## src/rtl/core_pipe_decode_imm_stage_if.sv

```systemverilog
// Handshake bundle for the immediate decode stage: an instruction/format
// request channel in, and a decoded-immediate response channel out.
interface core_pipe_decode_imm_stage_if #(
  parameter int XLEN = 64
);
  logic            flush;
  logic            in_valid;
  logic            in_ready;
  logic [31:0]     in_instr;
  logic [4:0]      in_fmt;
  logic            out_valid;
  logic            out_ready;
  logic [XLEN-1:0] out_imm;
  logic            out_illegal;
  logic [4:0]      out_fmt;

  // Upstream fetch/align and downstream dispatch side of the stage
  modport master (
    output flush,
    output in_valid,
    input  in_ready,
    output in_instr,
    output in_fmt,
    input  out_valid,
    output out_ready,
    input  out_imm,
    input  out_illegal,
    input  out_fmt
  );

  // The decode stage itself
  modport slave (
    input  flush,
    input  in_valid,
    output in_ready,
    input  in_instr,
    input  in_fmt,
    output out_valid,
    input  out_ready,
    output out_imm,
    output out_illegal,
    output out_fmt
  );
endinterface

```

## src/rtl/core_pipe_decode_imm_stage.sv

```systemverilog
// Pipelined immediate decoder: combinational RV32/RV64/RVC immediate decode
// feeding a small FIFO skid buffer with valid/ready flow control and flush.
// The interface instance must be built with the same XLEN as this module.
module core_pipe_decode_imm_stage #(
  parameter int XLEN       = 64,
  parameter int SKID_DEPTH = 2
) (
  input logic                        g_clk,
  input logic                        g_reset,
  core_pipe_decode_imm_stage_if.slave bus
);

  typedef enum logic [4:0] {
    FMT_I          = 5'd0,
    FMT_S          = 5'd1,
    FMT_B          = 5'd2,
    FMT_U          = 5'd3,
    FMT_J          = 5'd4,
    FMT_CSR_ZIMM   = 5'd5,
    FMT_C_ADDI16SP = 5'd6,
    FMT_C_ADDI4SPN = 5'd7,
    FMT_C_LSW      = 5'd8,
    FMT_C_ADDI     = 5'd9,
    FMT_C_LUI      = 5'd10,
    FMT_C_SHAMT    = 5'd11,
    FMT_C_LWSP     = 5'd12,
    FMT_C_SWSP     = 5'd13,
    FMT_C_J        = 5'd14,
    FMT_C_BZ       = 5'd15,
    FMT_C_LSD      = 5'd16,
    FMT_C_LDSP     = 5'd17,
    FMT_C_SDSP     = 5'd18
  } imm_fmt_e;

  localparam int PTR_W = (SKID_DEPTH > 1) ? $clog2(SKID_DEPTH) : 1;
  localparam int CNT_W = $clog2(SKID_DEPTH + 1);
  localparam logic [PTR_W-1:0] LAST_PTR  = PTR_W'(SKID_DEPTH - 1);
  localparam logic [CNT_W-1:0] DEPTH_CNT = CNT_W'(SKID_DEPTH);

  logic [31:0]      ins;
  logic [63:0]      imm_full;
  logic             illegal;

  logic [XLEN-1:0]  imm_mem [SKID_DEPTH];
  logic             ill_mem [SKID_DEPTH];
  logic [4:0]       fmt_mem [SKID_DEPTH];
  logic [PTR_W-1:0] rd_ptr;
  logic [PTR_W-1:0] wr_ptr;
  logic [CNT_W-1:0] count;
  logic [CNT_W-1:0] count_next;
  logic             out_valid;
  logic             push;
  logic             pop;

  assign ins = bus.in_instr;

  function automatic logic [PTR_W-1:0] next_ptr(input logic [PTR_W-1:0] p);
    return (p == LAST_PTR) ? '0 : p + PTR_W'(1);
  endfunction

  // Decode the immediate at full 64-bit width; the buffer keeps the low XLEN bits
  always_comb begin
    imm_full = '0;
    illegal  = 1'b0;
    case (bus.in_fmt)
      FMT_I:        imm_full = {{52{ins[31]}}, ins[31:20]};
      FMT_S:        imm_full = {{52{ins[31]}}, ins[31:25], ins[11:7]};
      FMT_B:        imm_full = {{51{ins[31]}}, ins[31], ins[7], ins[30:25], ins[11:8], 1'b0};
      FMT_U:        imm_full = {{32{ins[31]}}, ins[31:12], 12'b0};
      FMT_J:        imm_full = {{43{ins[31]}}, ins[31], ins[19:12], ins[20], ins[30:21], 1'b0};
      FMT_CSR_ZIMM: imm_full = {59'b0, ins[19:15]};
      FMT_C_ADDI16SP: begin
        imm_full = {{54{ins[12]}}, ins[12], ins[4:3], ins[5], ins[2], ins[6], 4'b0};
        illegal  = (imm_full == '0);
      end
      FMT_C_ADDI4SPN: begin
        imm_full = {54'b0, ins[10:7], ins[12:11], ins[5], ins[6], 2'b0};
        illegal  = (imm_full == '0);
      end
      FMT_C_LSW:    imm_full = {57'b0, ins[5], ins[12:10], ins[6], 2'b0};
      FMT_C_ADDI:   imm_full = {{58{ins[12]}}, ins[12], ins[6:2]};
      FMT_C_LUI: begin
        imm_full = {{46{ins[12]}}, ins[12], ins[6:2], 12'b0};
        illegal  = (imm_full == '0);
      end
      FMT_C_SHAMT: begin
        // shamt[5] only exists on RV64; on RV32 a set bit 12 is reserved
        if (XLEN == 64) begin
          imm_full = {58'b0, ins[12], ins[6:2]};
        end else begin
          imm_full = {59'b0, ins[6:2]};
          illegal  = ins[12];
        end
      end
      FMT_C_LWSP:   imm_full = {56'b0, ins[3:2], ins[12], ins[6:4], 2'b0};
      FMT_C_SWSP:   imm_full = {56'b0, ins[8:7], ins[12:9], 2'b0};
      FMT_C_J:      imm_full = {{52{ins[12]}}, ins[12], ins[8], ins[10:9], ins[6], ins[7],
                                ins[2], ins[11], ins[5:3], 1'b0};
      FMT_C_BZ:     imm_full = {{55{ins[12]}}, ins[12], ins[6:5], ins[2], ins[11:10],
                                ins[4:3], 1'b0};
      FMT_C_LSD, FMT_C_LDSP, FMT_C_SDSP: begin
        // Doubleword compressed forms are RV64-only
        if (XLEN == 64) begin
          if (bus.in_fmt == FMT_C_LSD) begin
            imm_full = {56'b0, ins[6:5], ins[12:10], 3'b0};
          end else if (bus.in_fmt == FMT_C_LDSP) begin
            imm_full = {55'b0, ins[4:2], ins[12], ins[6:5], 3'b0};
          end else begin
            imm_full = {55'b0, ins[9:7], ins[12:10], 3'b0};
          end
        end else begin
          imm_full = '0;
          illegal  = 1'b1;
        end
      end
      default: begin
        imm_full = '0;
        illegal  = 1'b1;
      end
    endcase
  end

  assign out_valid = (count != '0);
  assign push      = bus.in_valid & bus.in_ready;
  assign pop       = out_valid & bus.out_ready;

  // Occupancy for next cycle; flush empties the buffer and overrides push/pop
  always_comb begin
    count_next = count;
    if (bus.flush) begin
      count_next = '0;
    end else begin
      case ({push, pop})
        2'b10:   count_next = count + CNT_W'(1);
        2'b01:   count_next = count - CNT_W'(1);
        default: count_next = count;
      endcase
    end
  end

  // FIFO pointers and occupancy
  always_ff @(posedge g_clk) begin
    if (g_reset) begin
      rd_ptr <= '0;
      wr_ptr <= '0;
      count  <= '0;
    end else begin
      count <= count_next;
      if (bus.flush) begin
        rd_ptr <= '0;
        wr_ptr <= '0;
      end else begin
        if (push) wr_ptr <= next_ptr(wr_ptr);
        if (pop)  rd_ptr <= next_ptr(rd_ptr);
      end
    end
  end

  // Entry storage; contents are never observed while the entry is not valid
  always_ff @(posedge g_clk) begin
    if (push && !bus.flush) begin
      imm_mem[wr_ptr] <= imm_full[XLEN-1:0];
      ill_mem[wr_ptr] <= illegal;
      fmt_mem[wr_ptr] <= bus.in_fmt;
    end
  end

  // Head drives the outputs; an empty buffer presents all-zero outputs
  assign bus.out_valid   = out_valid;
  assign bus.out_imm     = out_valid ? imm_mem[rd_ptr] : '0;
  assign bus.out_illegal = out_valid ? ill_mem[rd_ptr] : 1'b0;
  assign bus.out_fmt     = out_valid ? fmt_mem[rd_ptr] : 5'd0;

  generate
    if (SKID_DEPTH == 1) begin : g_plain_reg
      // A single register can refill in the same cycle it drains
      assign bus.in_ready = ~out_valid | bus.out_ready;
    end else begin : g_skid
      logic in_ready_q;

      // Registered ready keeps the upstream timing path short
      always_ff @(posedge g_clk) begin
        if (g_reset) begin
          in_ready_q <= 1'b1;
        end else begin
          in_ready_q <= (count_next < DEPTH_CNT);
        end
      end

      assign bus.in_ready = in_ready_q;
    end
  endgenerate

endmodule

```

## src/flat_wrapper.sv

```systemverilog
// flat-port wrapper written by rule: the top's interface ports become plain ports
module core_pipe_decode_imm_stage_flat 
#(
  parameter int XLEN       = 64,
  parameter int SKID_DEPTH = 2
)
  (g_clk, g_reset, bus_flush, bus_in_valid, bus_in_ready, bus_in_instr, bus_in_fmt, bus_out_valid, bus_out_ready, bus_out_imm, bus_out_illegal, bus_out_fmt);
  core_pipe_decode_imm_stage_if #(.XLEN(XLEN)) bus_i ();
  input logic g_clk;
  input logic g_reset;
  input wire logic [$bits(bus_i.flush)-1:0] bus_flush;
  input wire logic [$bits(bus_i.in_valid)-1:0] bus_in_valid;
  output wire logic [$bits(bus_i.in_ready)-1:0] bus_in_ready;
  input wire logic [$bits(bus_i.in_instr)-1:0] bus_in_instr;
  input wire logic [$bits(bus_i.in_fmt)-1:0] bus_in_fmt;
  output wire logic [$bits(bus_i.out_valid)-1:0] bus_out_valid;
  input wire logic [$bits(bus_i.out_ready)-1:0] bus_out_ready;
  output wire logic [$bits(bus_i.out_imm)-1:0] bus_out_imm;
  output wire logic [$bits(bus_i.out_illegal)-1:0] bus_out_illegal;
  output wire logic [$bits(bus_i.out_fmt)-1:0] bus_out_fmt;
  assign bus_i.flush = bus_flush;
  assign bus_i.in_valid = bus_in_valid;
  assign bus_in_ready = bus_i.in_ready;
  assign bus_i.in_instr = bus_in_instr;
  assign bus_i.in_fmt = bus_in_fmt;
  assign bus_out_valid = bus_i.out_valid;
  assign bus_i.out_ready = bus_out_ready;
  assign bus_out_imm = bus_i.out_imm;
  assign bus_out_illegal = bus_i.out_illegal;
  assign bus_out_fmt = bus_i.out_fmt;
  core_pipe_decode_imm_stage #(.XLEN(XLEN), .SKID_DEPTH(SKID_DEPTH)) u_core (.g_clk(g_clk), .g_reset(g_reset), .bus(bus_i));
endmodule
```

## config.mk

```make
export PLATFORM = sky130hd
export DESIGN_NAME = core_pipe_decode_imm_stage_flat
export DESIGN_NICKNAME = d
export VERILOG_FILES = /design/src/rtl/core_pipe_decode_imm_stage_if.sv /design/src/rtl/core_pipe_decode_imm_stage.sv /design/src/flat_wrapper.sv
export SDC_FILE = /design/constraint.sdc
export NUM_CORES = 1
export LEC_CHECK = 0
export ABC_AREA = 1
export CAP_MARGIN = 20
export CELL_PAD_IN_SITES_DETAIL_PLACEMENT = 1
export CELL_PAD_IN_SITES_GLOBAL_PLACEMENT = 1
export CORE_MARGIN = 3
export CORE_UTILIZATION = 36
export CTS_CLUSTER_DIAMETER = 50
export DETAILED_ROUTE_END_ITERATION = 7
export HOLD_SLACK_MARGIN = 0.03
export PLACE_DENSITY_LB_ADDON = 0.25
export REMOVE_ABC_BUFFERS = 1
export SLEW_MARGIN = 10
export SYNTH_ARGS = -nofsm -noshare
export SYNTH_HDL_FRONTEND = slang
export SYNTH_SLANG_ARGS = --single-unit
```

## constraint.sdc

```tcl
create_clock -name g_clk -period 5 [get_ports g_clk]
set_clock_uncertainty 0.05 [all_clocks]
set_input_delay 1 -clock g_clk [delete_from_list [all_inputs] [get_ports g_clk]]
set_output_delay 1 -clock g_clk [all_outputs]
set_load 0.005 [all_outputs]
```

==> flow_summary.toml <==
[cts]
h-tree-depth = 3
cts_tree = "built"
clk_pin_slew_ns = 0.06
cts_resized = 0
clock_path_buffers = 2
cts_made_buffers = 9
clkLatencyLatePin_ns = 0.34
cts_root_buf = "clkbuf_16"
post_cts_buffers = 0
ctsHoldBuffers = 0
cts_sinks = 82

[timing]
rsz0062_at_grt = "false"
max_slew_margin = 0.518
worst_slack_ns = 1.45
hold_violations = 0
worst_slew_pin_slew_ns = 0.723
setup_viol = 0
maxSlewViolCount = 0
maxClockFrequency_mhz = 282
fin_crit_ns = 3.55
setup_tns_ns = 0
finalCritPeriodShare = 0.709

[pwr]
power.share.clock = 0.378
leakage_nw = 2.44
swShare = 0.246
internal_power_mw = 1.25
p_comb_frac = 0.145
vdd_ir_drop_max_v = 0.000172
p_per_area_nw_per_um2 = 281
p_sw_mw = 0.407
seqPwrFrac = 0.477

[hold_path]
hold_path.class = "reg2reg"
hold_depth = 1

[layout]
fillers = 1504
antenna_cells = 0
areaGrowthSynthToFinish_pct = 28.9
layout-drive-gt1-share = 0.0731
multi_input_area_um2 = 1720
register_area_um2 = 2400
nets = 667

[synthesis]
synth.avg_cell_area_um2 = 8.34
yosysSeqAreaShare = 0.525
ys_warn_count = 0
yosys.area.top_type = "edfxtp_1"
async_flop_share = 0
synth-seq-cells = 82
netlist_top_cells_area = "edfxtp_1, nand2_1, buf_4, a21oi_1, nand3_1"
syn_area_um2 = 4580
synth_edf_count = 76
syn_inst = 549
synth.distinct_cells = 29
synth_ff_type = "edfxtp_1"
synth_top_area_frac = 0.498

[floorplan]
die_w_um = 119
fp.coreArea_um2 = 12200
ios = 114
initial_core_util = 0.375
rows = 40
fp.dieH_um = 119
die-area_um2 = 14100

[place]
gp_congestion = 0.920
io_buffers = 111
dp_hpwl_um = 10900
pre_cts_ws_ns = 1.33

[routing]
drt_first_iter_violations = 295
wl_per_cell_um = 18.5
antenna_left = 0
routed_wl_um = 14700
viasPerCell = 4.96
dr_total_vias = 3957
drcViolationCount = 0
dr.pass1.iters = 4

[grt]
grt_use_met1 = 0.281
grt-busiest-layer = "met2"
grt-ovfl-total = 0
grtUsageMet2 = 0.357
antenna_found_initial = 0
grt_max_degree = 39
grt_pass1_vias = 4199
grt_pass1_wl_um = 23300
track_usage = 0.213
grt_use_met3 = 0.0273

[status]
status = "finished clean"

[critical_path]
path_class = "reg2out"
cp-end-kind = "output pin"
cp.arrival_ns = 2.50
crit_fanout = 33
cp.required_ns = 3.95
ff2ff_path_depth = 12
start_kind = "flip-flop"

[run]
cap_violations = 0
-- path summary, 6_finish.rpt --
path                    from              end  slack (ns)
max                flip-flop  bus_out_imm[57]        1.45
min reg2reg    u_core.rd_ptr    u_core.rd_ptr        0.43
min            u_core.rd_ptr    u_core.rd_ptr        0.43
max reg2reg  u_core.count[0]  u_core.count[1]        2.59
-- worst max-delay path, stage by stage, from the launching register on --
cell,delay (ns)
dfxtp_1,0.69
nand2_1,0.19
a21oi_4,0.61
clkdlybuf4s50_1,0.66
-- registers in the layout, summed over array words and instances (netlist names), named ones only --
name,cells
u_core.fmt_mem,10
u_core.rd_ptr,1
u_core.imm_mem,64
u_core.wr_ptr,1
u_core.count,2
u_core.ill_mem,2
u_core.bus.in_ready,1
-- routing by layer --
metal / vias up / share of wire
li1: 1952 / -
met1: 1894 / 0.45
met2: 91 / 0.49
met3: 20 / 0.039
met4: 0 / 0.021
met5: - / 0
-- layout by cell type, fill, tap and decap left out, types with 2 or more instances in the layout --
cell / synthesis / layout
edfxtp_1: 76 / 76
nand4_1: 5 / 5
a21oi_1: 47 / 46
nor3_1: 7 / 5
dfxtp_1: 6 / 6
nand3_1: 46 / 46
nand3b_1: 3 / 3
clkbuf_16: 0 / 9
buf_4: 35 / 5
nor2_1: 47 / 46
nor2_2: 4 / 5
nand2_1: 181 / 181
nor3_2: 0 / 2
clkbuf_8: 0 / 2
inv_2: 8 / 8
a22oi_1: 5 / 5
clkinv_2: 0 / 2
nand2_2: 5 / 5
a21boi_0: 2 / 2
o21ai_0: 16 / 16
clkdlybuf4s50_1: 0 / 111
nor2_4: 2 / 2
inv_1: 30 / 30
-- cell families after synthesis --
kind of cell	after synthesis	share of synthesized area
compound gates	73	0.0850
fa+ha+maj	1	0.00273
buf+inv	90	0.106
flops	82	0.525
simple gates	303	0.282
-- final cells by class --
cell class,count,share of cell area
Clock buffer,12,0.0435
Clock inverter,4,0.00445
Multi-Input combinational cell,377,0.291
Tap cell,168,0.0356
Sequential cell,82,0.407
Inverter,38,0.0242
Timing Repair Buffer,116,0.195
-- metrics by stage --
step            util  cell area, um2  instances  total power [mW]  hold slack, ns
3_5_place_dp   0.460            5610        781              1.05           0.404
5_1_grt        0.483            5900        797              1.73           0.433
6_report       0.483            5900        797              1.66           0.428
3_3_place_gp   0.460            5610        781              1.04           0.386
2_1_floorplan      -            4240        497             0.901           0.375
4_1_cts        0.483            5890        797              1.67           0.420
-- synth_stat cells (2+ instances only) --
| cell | n |
|---|---|
| nand3_1 | 46 |
| buf_4 | 35 |
| o21ai_0 | 16 |
| dfxtp_1 | 6 |
| nor2_1 | 47 |
| nand2_2 | 5 |
| nand4_1 | 5 |
| buf_6 | 2 |
| clkbuf_1 | 9 |
| inv_2 | 8 |
| a21oi_1 | 47 |
| inv_1 | 30 |
| nand2_1 | 181 |
| nor3_1 | 7 |
| buf_1 | 5 |
| a21boi_0 | 2 |
| a22oi_1 | 5 |
| edfxtp_1 | 76 |
| nand3b_1 | 3 |
| nor2_2 | 4 |
| nor2_4 | 2 |
-- power groups by stage --
stage               Clock [mW]  Sequential [mW]  Combinational [mW]
global route             0.672            0.791               0.265
detailed placement           0            0.804               0.242
global placement             0            0.803               0.236
floorplan                    0            0.804              0.0969
finish                   0.626            0.790               0.241
CTS                      0.638            0.790               0.244
Power figures use the tool's default switching activity.
